File: src/rtl/sha256_pkg.sv
// SHA-256 block sequencer shared types and constants.
// Round counts and the initial hash value used by the H accumulators.
package sha256_pkg;

  localparam int ROUNDS    = 64;
  localparam int MSG_WORDS = 16;

  typedef enum logic [2:0] {
    S_IDLE,
    S_INIT,
    S_LOADWV,
    S_ROUND,
    S_ACCUM,
    S_DONE
  } state_t;

  localparam logic [31:0] IV0 = 32'h6a09e667;
  localparam logic [31:0] IV1 = 32'hbb67ae85;
  localparam logic [31:0] IV2 = 32'h3c6ef372;
  localparam logic [31:0] IV3 = 32'ha54ff53a;
  localparam logic [31:0] IV4 = 32'h510e527f;
  localparam logic [31:0] IV5 = 32'h9b05688c;
  localparam logic [31:0] IV6 = 32'h1f83d9ab;
  localparam logic [31:0] IV7 = 32'h5be0cd19;

  // A zero block count still hashes one block.
  function automatic logic [1:0] blk_count(
    input logic [1:0] n
  );
    return (n == 2'd0) ? 2'd1 : n;
  endfunction

endpackage

File: src/rtl/sha256_round_cnt.sv
// Round index counter for the SHA-256 sequencer.
// Wraps to zero after the terminal round.
module sha256_round_cnt #(
  parameter int ROUNDS = 64
) (
  input  logic       clk,
  input  logic       clr,
  input  logic       en,
  output logic [5:0] cnt,
  output logic       tc
);

  assign tc = (cnt == 6'(ROUNDS - 1));

  always_ff @(posedge clk) begin
    if (clr) begin
      cnt <= 6'd0;
    end else if (en) begin
      cnt <= tc ? 6'd0 : cnt + 6'd1;
    end
  end

endmodule

File: src/rtl/sha256_block_seq.sv
// SHA-256 multi-block compression sequencer.
// Drives the word mux, working-variable and accumulator strobes.
module sha256_block_seq #(
  parameter int ROUNDS    = sha256_pkg::ROUNDS,
  parameter int MSG_WORDS = sha256_pkg::MSG_WORDS
) (
  input  logic       clk,
  input  logic       rst,
  input  logic       start,
  input  logic [1:0] num_blocks,
  input  logic       abort,
  input  logic       w_valid,
  output logic       w_ready,
  output logic [1:0] block,
  output logic [5:0] round,
  output logic       w_sel,
  output logic       load_wv,
  output logic       round_en,
  output logic       accum,
  output logic       busy,
  output logic       done
);

  import sha256_pkg::*;

  state_t     state;
  state_t     nxt;
  logic [1:0] blk;
  logic [1:0] nblk;
  logic       tc;
  logic       cnt_clr;
  logic       msg_phase;
  logic       kill;

  assign kill      = abort && (state != S_IDLE);
  assign msg_phase = (round < 6'(MSG_WORDS));
  assign cnt_clr   = rst || kill || (state != S_ROUND);

  sha256_round_cnt #(
    .ROUNDS (ROUNDS)
  ) u_cnt (
    .clk (clk),
    .clr (cnt_clr),
    .en  (round_en),
    .cnt (round),
    .tc  (tc)
  );

  always_ff @(posedge clk) begin
    if (rst) begin
      state <= S_IDLE;
    end else begin
      state <= nxt;
    end
  end

  always_ff @(posedge clk) begin
    if (rst) begin
      blk  <= 2'd0;
      nblk <= 2'd1;
    end else if (kill) begin
      blk  <= 2'd0;
    end else begin
      case (state)
        S_IDLE: begin
          if (start) begin
            nblk <= blk_count(num_blocks);
          end
        end
        S_INIT:  blk <= 2'd1;
        S_ACCUM: begin
          if (blk < nblk) begin
            blk <= blk + 2'd1;
          end
        end
        S_DONE:  blk <= 2'd0;
        default: ;
      endcase
    end
  end

  always_comb begin
    nxt = state;
    case (state)
      S_IDLE:   if (start) nxt = S_INIT;
      S_INIT:   nxt = S_LOADWV;
      S_LOADWV: nxt = S_ROUND;
      S_ROUND:  if (round_en && tc) nxt = S_ACCUM;
      S_ACCUM:  nxt = (blk < nblk) ? S_LOADWV : S_DONE;
      S_DONE:   nxt = S_IDLE;
      default:  nxt = S_IDLE;
    endcase
    // Abort wins over every other transition.
    if (kill) begin
      nxt = S_IDLE;
    end
  end

  always_comb begin
    w_ready  = 1'b0;
    block    = 2'd0;
    w_sel    = 1'b0;
    load_wv  = 1'b0;
    round_en = 1'b0;
    accum    = 1'b0;
    done     = 1'b0;
    busy     = (state != S_IDLE);
    case (state)
      S_LOADWV: begin
        load_wv = 1'b1;
        block   = blk;
      end
      S_ROUND: begin
        block    = blk;
        w_sel    = !msg_phase;
        round_en = msg_phase ? w_valid : 1'b1;
        w_ready  = msg_phase && w_valid;
      end
      S_ACCUM: begin
        accum = 1'b1;
        block = blk;
      end
      S_DONE:  done = 1'b1;
      default: ;
    endcase
  end

endmodule

File: config.mk
export PLATFORM = sky130hd
export DESIGN_NAME = sha256_block_seq
export DESIGN_NICKNAME = d
export VERILOG_FILES = /design/src/rtl/sha256_pkg.sv /design/src/rtl/sha256_round_cnt.sv /design/src/rtl/sha256_block_seq.sv
export SDC_FILE = /design/constraint.sdc
export NUM_CORES = 1
export LEC_CHECK = 0
export ABC_AREA = 1
export BUFFER_PORTS_ARGS = -buffer_cell sky130_fd_sc_hd__buf_2
export CAP_MARGIN = 25
export CORE_MARGIN = 2
export CORE_UTILIZATION = 50
export DETAILED_ROUTE_END_ITERATION = 16
export PLACE_DENSITY = 0.74
export SKIP_CTS_REPAIR_TIMING = 1
export SYNTH_ARGS = -nofsm -noshare
export SYNTH_HDL_FRONTEND = slang
export SYNTH_SLANG_ARGS = --single-unit
File: constraint.sdc
create_clock -name clk -period 1.8 [get_ports clk]
set_input_delay 0.09 -clock clk [delete_from_list [all_inputs] [get_ports clk]]
set_output_delay 0.09 -clock clk [all_outputs]
set_load 0.01 [all_outputs]
* Word level (Yosys, flattened, before mapping)
Cells that the tools add are included.
** Storage, ports and cells
- Input bits :: 7
- Bits in registers :: 13
- Output and inout port bits :: 15
** Cells by class
- Mux-type cells :: 16
- $add $sub $neg :: 2
- Order comparisons :: 2
- Reduce and logical (&&, ||, !) cells :: 15
- Equal/unequal tests :: 10
- Bitwise operators :: 1
** Operator list (count)
- $pmux W3 S5 :: 1
- $mux W3 :: 3
- $mux W1 :: 7
- $add A6 B1 Y6 const B :: 1
- $eq A3 B2 Y1 const B :: 2
- $eq A3 B3 Y1 const B :: 2
- $eq A6 B6 Y1 const B :: 1
- $lt A6 B5 Y1 const B :: 1
- $mux W2 :: 3
- $mux W6 :: 1
- $ne A2 B2 Y1 const B :: 3
- $pmux W2 S3 :: 1
- $reduce_bool A3 Y1 :: 2
- $reduce_and A2 Y1 :: 2
- $eq A3 B1 Y1 const B :: 1
- $logic_and A1 B1 Y1 :: 3
- $logic_not A3 Y1 :: 1
- $ne A3 B2 Y1 const B :: 1
- $reduce_and A3 Y1 :: 1
- $reduce_or A3 Y1 :: 1
- $add A2 B1 Y2 const B :: 1
- $logic_not A2 Y1 :: 1
- $logic_or A1 B1 Y1 :: 2
- $lt A2 B2 Y1 :: 1
- 3 further kinds :: 3

* Logic depth before layout (Yosys ltp)
Gate-level depths: netlist of the first run.
- Depth in word-level cells :: 6
- Gate-level depth with buffers :: 8
- Gate-level depth less buffers :: 8

* Cells and area by module
From an unflattened synthesis of the first run, not the netlist that was laid out.
** Unflattened totals
- Cells, all modules :: 118
- Area total of the unflattened synthesis :: 802.0 um^2
** By module, submodules not included
- sha256_block_seq :: instances 1, cells an instance 77, area each 516.7 um^2
- sha256_round_cnt :: instances 1, cells an instance 41, area each 285.3 um^2

* Worst setup path before layout of the first run
OpenSTA, ideal clock, no wires.
- Path kind :: register -> register
- Start :: register u_cnt.cnt[0]
- End :: register state[0]
- Buffers on the path :: 0
- Setup slack :: 0.538 ns
- Arrival time :: 1.150 ns
- Library setup time :: 0.112 ns
- Required time :: 1.688 ns
- Stages on the path, launching flop included :: 7
- Period minus slack after synthesis :: 1.262 ns
- Path through :: dfxtp_1 ha_1 nand3_1 o21ai_2 nand2_1 nor2_1 nor2_1
** On the way
- Word-level cells in the longest chain between the ends :: 6
- Elaborated cells between the ends (all ways) :: 7
** RTL lines
- start: declaration :: line sha256_round_cnt.sv:9 : output logic [5:0] cnt,
- start signal: assignment :: line sha256_round_cnt.sv:19 : cnt <= tc ? 6'd0 : cnt + 6'd1;
- $lt A6 B5 Y1 :: line sha256_block_seq.sv:36 : assign msg_phase = (round < 6'(MSG_WORDS));
- $mux W1 :: line sha256_block_seq.sv:116 : round_en = msg_phase ? w_valid : 1'b1;
- $mux W1 :: line sha256_block_seq.sv:108 : case (state)
- $logic_and A1 B1 Y1 (*) :: line sha256_block_seq.sv:88 : S_ROUND: if (round_en && tc) nxt = S_ACCUM;
- $ne A2 B2 Y1 (no line) (*)
- $reduce_and A2 Y1 (no line) (*)
- end signal: assignment :: line sha256_block_seq.sv:53 : state <= nxt;
- end: declaration :: line sha256_block_seq.sv:26 : state_t state;
Mark *: on every way between the ends. The rest lies on a longest branch, timed or not.
A chain may end at the register's enable or synchronous reset.

* Worst setup path in the final report of the first run
- Start :: register state[0]
- End :: output port w_ready
** On the way
- Word-level cells in the longest chain between the ends :: 2
** RTL lines
- $eq A3 B2 Y1 :: line sha256_block_seq.sv:108
- $mux W1 :: line sha256_block_seq.sv:108
- end: declaration :: line sha256_block_seq.sv:13 : output logic w_ready,
No other way between the ends.

==> results of run 1 <==
-- worst max-delay path, stage by stage (launching register included) --
cell     delay, ns
dfxtp_1       0.46
inv_2         0.12
nor2_8        0.18
inv_1         0.07
nor4_1        0.14
buf_2         0.17
-- power by group --
group | internal, W | switching (W) | total (W)
logic | 0.0000928 | 0.000170 | 0.000263
clock network | 0.0000859 | 0.0000945 | 0.000180
registers | 0.000314 | 0.0000294 | 0.000343
-- metal layers --
metal  wire length (µm)  global-route usage, %
met2                878                   35.9
met1                728                   22.0
met3                 54                   3.67
met4                 36                   12.1
met5                  0                      0
-- metrics by stage --
step,power (W),cell area [µm²],instances
floorplan,0.000548,817,126
global placement,0.000605,942,163
detailed placement,0.000612,942,163
CTS,0.000791,968,167
global route,0.000849,978,168
finish,0.000786,978,168
-- worst paths after layout --
kind	start	end	slack, ns
worst min register to register	nblk[1]	nblk[1]	0.49
worst max register to register	u_cnt.cnt[0]	state[2]	0.50
worst min-delay path	num_blocks[1]	nblk[1]	0.07
worst max-delay path	state[0]	w_ready	0.29
-- area by class of cell --
cell class / count / area [µm²]
multi-input cells: 91 / 469
fillers: 161 / 546
inverters: 22 / 87.6
flip-flops and latches: 13 / 260
well taps: 16 / 20.0
clock buffers: 4 / 26.3
repair buffers: 22 / 115
-- logic make-up after synthesis --
group           after synthesis  share of synthesized area (%)
simple gates                 71                           41.2
fa+ha+maj                     2                           3.06
flops                        13                           31.9
xor+xnor                      2                           2.14
compound gates               16                           11.0
buf+inv                      22                           10.7
-- layout by cell type (no fill, tap or decap), types with 2 or more instances in the layout --
cell type,netlist,routed
inv_2,3,3
o21ai_0,4,4
nand2_2,4,4
nand3_1,8,8
buf_2,0,21
nor2_2,3,3
nor2_1,16,16
nand4_1,2,2
clkbuf_4,0,3
a21oi_1,9,9
inv_1,18,18
ha_1,2,2
nand2_1,32,32
dfxtp_1,13,13
-- flip-flops by register name (all words and copies together) (netlist names) --
register and flops:
blk 2, nblk 2, state 3, u_cnt.cnt 6
==> flow_metrics.py, run 1 <==
metrics = {
    "logic_synthesis": {
        "yosys.cell_count.top_type": "nand2_1",
        "synth_cells": 126,
        "syn_area_per_cell_um2": 6.48,
        "yosysTopAreaCell": "dfxtp_1",
        "synth.area.top_cells": "dfxtp_1, nand2_1, inv_1",
        "syn_area_um2": 817,
        "synth_edf_count": 0,
        "synth_top_area_share_pct": 31.9,
        "ys_ff_latch": 13,
        "synth_nets": 135,
        "async_flop_share_pct": 0,
        "yosysSeqAreaShare_pct": 31.9,
        "ys.flop_type": "dfxtp_1",
        "synthDistinctLibCells": 24,
        "yosysWarnings": 0,
        "synth_common_cells": "nand2_1, inv_1, nor2_1, dfxtp_1, a21oi_1",
    },
    "layout": {
        "area_delta_synth_final_pct": 19.8,
        "layout-drive-gt1-share_pct": 26.3,
        "num_antenna_cells": 0,
        "final_util_pct": 64.2,
        "final_nets": 162,
    },
    "floorplan": {
        "initial_core_util_pct": 53.6,
        "ios": 22,
        "die_h_um": 44.4,
        "die_w_um": 44.4,
        "dieArea_mm2": 0.00197,
        "core_mm2": 0.00152,
        "std_cell_rows": 14,
    },
    "clock_network": {
        "cts_tree": "yes",
        "h-tree-depth": 1,
        "insertion_delay_ns": 0.28,
        "tritoncts.num_buffers": 3,
        "cts.path.max_buffers": 2,
        "clkTransAtPathRegs_ns": 0.08,
        "cts.sinks": 13,
        "cts_root_buf": "clkbuf_4",
    },
    "route": {
        "wl_per_cell_um": 10.1,
        "drc": 0,
        "routed_via_density": 5.08,
        "first_pass_iters": 4,
        "vias": 854,
        "routed_wl_mm": 1.70,
        "antenna_left": 0,
        "dr.first_iter.drc_count": 10,
    },
    "placed_design": {
        "dpl_worst_slack_ns": 0.501,
        "gp_congestion": 0.799,
        "port_buffers": 21,
        "dp_hpwl_mm": 1.41,
    },
    "critical_path": {
        "cp_max_fo": 7,
        "reg2reg_depth": 5,
        "cp-start-kind": "flop",
        "criticalPathCategory": "flop to output port",
        "cp.required_ns": 1.71,
        "arrival_ns": 1.42,
        "endpoint_kind": "output port",
    },
    "timing": {
        "final.setup.tns_ns": 0,
        "layout_setup_ws_ns": 0.289,
        "period_share_pct": 84.0,
        "slew_viol_final": 0,
        "hold_viol": 0,
        "finalCriticalPeriod_ns": 1.51,
        "hold-worst-slack_ns": 0.0748,
        "finalSetupViolations": 0,
        "slew_headroom_pct": 83.4,
        "fmax_mhz": 662,
        "skew_ns": 0.00450,
        "rsz0062_at_grt": "no",
        "worst_pin_slew_ns": 0.248,
    },
    "grt": {
        "grt_max_degree": 9,
        "grt_pass1_vias": 748,
        "antenna_found_initial": 0,
        "grt_pass1_wl_mm": 2.92,
        "gr-total-overflow": 0,
        "grt_use_total_pct": 20.2,
    },
    "outcome": {
        "status": "finished, final reports clean",
    },
    "power_and_ir_drop": {
        "power_density_mw_per_mm2": 804,
        "irDropWorstVdd_mv": 0.547,
        "p_leak_nw": 0.507,
    },
    "min_path": {
        "hold_depth": 3,
        "hold_path_class": "input port to flop",
    },
    "flow_run": {
        "max-cap-violations": 0,
    },
}
Power figures use the tool's default switching activity.
==> inputs of run 2 (changes only) <==
- clock period: 1.8 -> 1.4 ns (I/O delays scaled with it)
==> run 2 against run 1 <==
  * The run now ends with setup timing left
  * Count of clock-buffer cells in the layout is the same
  * Clock power grew 33%
  * Final area grew 8.2%
  * Wire length grew 14%
  * Critical path depth grew 1
  * Total power grew 36%
  * Hold slack lost 0.042 ns
  * Die area is the same
  * Core utilization grew 5.3 points
  * Sequential power grew 32%
  * Clock skew shrank 0.0013 ns
  * Highest routed layer unchanged
==> flow_metrics.py, run 2 (synthesized netlist as in run 1, its figures left out) <==
metrics = {
    "timing": {
        "hold_viol": 0,
        "skew_ns": 0.00317,
        "worst_pin_slew_ns": 0.208,
        "rsz0062_at_grt": "yes",
        "slew_headroom_pct": 86.1,
        "slew_viol_final": 0,
        "fmax_mhz": 704,
        "period_share_pct": 101,
        "finalCriticalPeriod_ns": 1.42,
        "hold-worst-slack_ns": 0.0330,
        "finalSetupViolations": 1,
        "layout_setup_ws_ns": -0.0210,
    },
    "floorplan": {
        "die_w_um": 44.4,
        "die_h_um": 44.4,
        "core_mm2": 0.00152,
        "ios": 22,
        "std_cell_rows": 14,
        "dieArea_mm2": 0.00197,
        "initial_core_util_pct": 53.6,
    },
    "power_and_ir_drop": {
        "power_density_mw_per_mm2": 1010,
        "p_leak_nw": 0.540,
        "irDropWorstVdd_mv": 0.469,
    },
    "layout": {
        "fillCellCount": 144,
        "layout-drive-gt1-share_pct": 36.1,
        "largest_reg_flops": 6,
        "final_common_cell": "nand2_1",
        "fin_cells": 174,
        "multi_input_area_um2": 495,
        "final_cell_mix": "nand2_1, buf_2, inv_1",
        "area_delta_synth_final_pct": 29.6,
        "postLayoutCellArea_mm2": 0.00106,
        "num_antenna_cells": 0,
        "seqCellArea_um2": 269,
        "reg_top3": "u_cnt.cnt: 6 flops, state: 3 flops",
        "final_nets": 168,
        "regMostFlops": "u_cnt.cnt",
    },
    "route": {
        "antenna_left": 0,
        "routed_wl_mm": 1.93,
        "routed_via_density": 4.94,
        "drc": 0,
        "first_pass_iters": 4,
        "vias": 859,
        "dr.first_iter.drc_count": 7,
        "wl_per_cell_um": 11.1,
    },
    "clock_network": {
        "cts_tree": "yes",
        "tritoncts.num_buffers": 3,
        "cts_root_buf": "clkbuf_4",
        "cts.sinks": 13,
        "clkTransAtPathRegs_ns": 0.08,
        "cts.path.max_buffers": 2,
        "h-tree-depth": 1,
        "insertion_delay_ns": 0.28,
    },
    "placed_design": {
        "gp_congestion": 0.793,
        "dp_cells": 165,
        "placed_area_um2": 957,
        "dp_hpwl_mm": 1.50,
        "port_buffers": 21,
    },
    "critical_path": {
        "crit_family": "simple AND/OR/NAND/NOR gates",
        "rr_endpoint": "blk[1]",
        "crit_top_cell": "inv_2",
        "reg2reg_depth": 6,
        "max_stage_delay_ns": 0.33,
        "cpMaxStageDelayCell": "dfxtp_2",
        "endpoint_kind": "output port",
        "path_cells": "inv_2 > nand2_4 > nor2_8 > inv_2 > nor4_2 > buf_2",
        "cp.required_ns": 1.33,
        "cp_max_fo": 6,
        "path_buf_inv": 3,
        "criticalPathCategory": "flop to output port",
        "regToRegSetupSlack_ns": 0.13,
        "arrival_ns": 1.35,
        "reg2reg_from": "blk[1]",
        "cp-start-kind": "flop",
    },
    "grt": {
        "antenna_found_initial": 0,
        "grt_max_degree": 9,
        "grt_pass1_vias": 740,
        "grt_use_total_pct": 21.4,
        "gr-total-overflow": 0,
        "grt_pass1_wl_mm": 3.00,
    },
    "min_path": {
        "hold_start": "num_blocks[0]",
        "holdPathEnd": "nblk[0]",
        "hold_path_class": "input port to flop",
        "hold_depth": 3,
    },
    "outcome": {
        "status": "finished with violations",
        "violations": "setup timing",
    },
    "flow_run": {
        "max-cap-violations": 0,
    },
}
[run 2: changes by cell type in the layout (fill, tap and decap cells not counted), moves of 2 or more]
cell     delta
dfxtp_1     -5
dfxtp_2     +4
nand2_1     -2
buf_4       +6
[run 2: power breakdown]
group | switching, W | leakage (nW) | internal (W)
clock | 0.000128 | 0.0150 | 0.000111
combinational | 0.000235 | 0.417 | 0.000141
sequential | 0.0000421 | 0.108 | 0.000410
total | 0.000405 | 0.540 | 0.000662
[run 2: worst max-delay path by stage]
stage                       from       end  cells after the start
floorplan           u_cnt.cnt[0]  state[0]                      6
global placement    u_cnt.cnt[1]  state[0]                      6
detailed placement  u_cnt.cnt[1]  state[0]                      6
CTS                     state[0]   w_ready                      5
global route            state[2]   w_ready                      6
finish                  state[2]   w_ready                      6
[run 2: routing by layer]
layer,vias up,GRT usage (%),share of wire (%)
li1,459,-,-
met1,373,22.5,39
met2,20,39.4,55
met3,7,3.67,3.1
met4,0,12.7,2.9
met5,-,0,0
[run 2: area by class of cell]
cell class,count,area share (%)
clock buffer,4,2.48
inverter,22,8.27
multi-input combinational,91,46.8
sequential,13,25.4
tap,16,1.89
timing repair buffer,28,15.1
[run 2: per-stage QoR]
stage / power, W / util, % / setup TNS, ns / worst slack [ns]
after floorplan: 0.000705 / - / 0 / 0.138
after global placement: 0.000777 / 62.8 / 0 / 0.198
after detailed placement: 0.000790 / 62.8 / 0 / 0.0812
after CTS: 0.00103 / 64.5 / -0.192 / -0.130
after global routing: 0.00114 / 69.5 / -0.176 / -0.0944
final: 0.00107 / 69.5 / -0.0210 / -0.0210
[run 2: worst min-delay path: stages]
cell and delay (ns):
buf_2 0.07, o21ai_0 0.08, nand3_1 0.07
==> inputs of run 3 (changes only) <==
==> constraint.sdc (replaced) <==
create_clock -name clk -period 1.4 [get_ports clk]
set_input_delay 0.14 -clock clk [delete_from_list [all_inputs] [get_ports clk]]
set_output_delay 0.14 -clock clk [all_outputs]
set_load 0.01 [all_outputs]
==> run 3 against run 2 <==
  * Register-to-register slack worse by 0.06 ns
  * Core utilization up 0.57 points
  * Final area increased by 0.83%
  * The run now ends clean
  * Via count rose by 1.7%
  * Largest cell class unchanged
  * Combinational power is 1% lower
  * Clock skew is 0.0047 ns higher
==> flow_metrics.py, run 3 (synthesized netlist as in run 1, its figures left out) <==
metrics = {
    "outcome": {
        "status": "finished, final reports clean",
    },
    "placed_design": {
        "dp_hpwl_mm": 1.37,
        "port_buffers": 21,
        "gp_congestion": 0.773,
    },
    "layout": {
        "fillCellCount": 143,
        "largest_reg_flops": 6,
        "final_nets": 169,
        "final_util_pct": 70.0,
        "num_antenna_cells": 0,
        "final_cell_mix": "nand2_1, buf_2, inv_1, nor2_1, a21oi_1",
        "area_delta_synth_final_pct": 30.6,
        "regMostFlops": "u_cnt.cnt",
        "layout-drive-gt1-share_pct": 39.0,
        "reg_top3": "u_cnt.cnt: 6 flops, state: 3 flops",
        "final_common_cell": "nand2_1",
    },
    "floorplan": {
        "die_h_um": 44.4,
        "ios": 22,
        "dieArea_mm2": 0.00197,
        "std_cell_rows": 14,
        "initial_core_util_pct": 53.6,
        "die_w_um": 44.4,
        "core_mm2": 0.00152,
    },
    "route": {
        "antenna_left": 0,
        "drc": 0,
        "routed_wl_mm": 1.84,
        "wl_per_cell_um": 10.5,
        "first_pass_iters": 4,
        "routed_via_density": 4.99,
        "dr.first_iter.drc_count": 10,
        "vias": 874,
    },
    "grt": {
        "grt_pass1_vias": 763,
        "grt_max_degree": 9,
        "antenna_found_initial": 0,
        "gr-total-overflow": 0,
        "grt_use_total_pct": 20.5,
        "grt_pass1_wl_mm": 2.98,
    },
    "critical_path": {
        "arrival_ns": 1.25,
        "max_stage_delay_ns": 0.34,
        "cp_max_fo": 4,
        "criticalPathCategory": "flop to output port",
        "regToRegSetupSlack_ns": 0.07,
        "endpoint_kind": "output port",
        "cpMaxStageDelayCell": "dfxtp_2",
        "path_buf_inv": 3,
        "cp-start-kind": "flop",
        "crit_family": "flip-flops",
        "path_cells": "inv_2 > nand2_4 > nor2_8 > inv_2 > nor4_2 > buf_2",
        "crit_top_cell": "inv_2",
        "cp.required_ns": 1.26,
    },
    "clock_network": {
        "cts_root_buf": "clkbuf_4",
        "cts.path.max_buffers": 2,
        "cts_tree": "yes",
        "cts.sinks": 13,
        "insertion_delay_ns": 0.28,
        "tritoncts.num_buffers": 3,
        "clkTransAtPathRegs_ns": 0.09,
        "h-tree-depth": 1,
    },
    "timing": {
        "finalCriticalPeriod_ns": 1.39,
        "rsz0062_at_grt": "yes",
        "hold_viol": 0,
        "period_share_pct": 99.3,
        "slew_headroom_pct": 85.5,
        "finalSetupViolations": 0,
        "slew_viol_final": 0,
        "fmax_mhz": 719,
        "hold-worst-slack_ns": 0.0123,
        "worst_pin_slew_ns": 0.217,
        "skew_ns": 0.00788,
    },
    "power_and_ir_drop": {
        "p_leak_nw": 0.548,
        "power_density_mw_per_mm2": 1000,
        "irDropWorstVdd_mv": 0.698,
    },
    "min_path": {
        "hold_path_class": "input port to flop",
    },
    "flow_run": {
        "max-cap-violations": 0,
    },
}
[run 3: cell types whose count changed in the layout (fill, tap and decap cells not counted)]
cell           previous run  this run
buf_4                     6         8
inv_1                    17        15
inv_2                     4         6
a21boi_0                  0         1
a21boi_1                  1         0
clkbuf_1                  1         0
clkinv_2                  0         1
dfxtp_2                   4         3
dfxtp_4                   1         2
dlygate4sd3_1             1         0
[run 3: worst reg2reg max path: stages, from the launching register on]
cell     delay [ns]
dfxtp_1        0.35
ha_2           0.21
nand3_1        0.14
o21ai_2        0.24
buf_4          0.15
nor2_2         0.04
nand2_1        0.06
nor2_1         0.03
[run 3: worst paths after layout]
kind	from	to	cells past startpoint
worst max-delay path	state[2]	w_ready	6
worst min-delay path	rst	nblk[1]	2
worst max register to register	u_cnt.cnt[0]	u_cnt.cnt[5]	7
worst min register to register	nblk[1]	nblk[1]	2
[run 3: metal layers]
layer / wire [µm] / GRT usage [%] / share of wire, % / vias to the layer above
met3: 59 / 2.45 / 3.2 / 5
li1: - / - / - / 464
met4: 37 / 10.9 / 2.0 / 0
met1: 793 / 22.8 / 43 / 389
met2: 946 / 37.6 / 52 / 16
met5: 0 / 0 / 0 / -
[run 3: through the flow]
stage | setup WS [ns] | TNS (ns) | std cells | cell area [µm²] | total power (W)
floorplan | 0.138 | 0 | 126 | 817 | 0.000705
global placement | 0.166 | 0 | 165 | 957 | 0.000776
detailed placement | 0.111 | 0 | 165 | 957 | 0.000787
CTS | -0.200 | -0.502 | 169 | 985 | 0.00103
global route | -0.0859 | -0.206 | 175 | 1070 | 0.00114
finish | 0.00998 | 0 | 175 | 1070 | 0.00107
[run 3: power breakdown]
part	leakage [nW]	total, W	switching (W)	internal [W]
Clock	0.0177	0.000242	0.000136	0.000106
Sequential	0.108	0.000455	0.0000427	0.000412
Combinational	0.422	0.000372	0.000231	0.000141
Total	0.548	0.00107	0.000410	0.000659
[run 3: layout make-up]
cell class                      count  area [µm²]  share of cell area [%]
Multi-Input combinational cell     91         495                    46.4
Sequential cell                    13         272                    25.4
Clock buffer                        3        22.5                    2.11
Timing Repair Buffer               29         165                    15.5
Tap cell                           16        20.0                    1.88
Clock inverter                      1        5.00                   0.469
Inverter                           22        87.6                    8.21
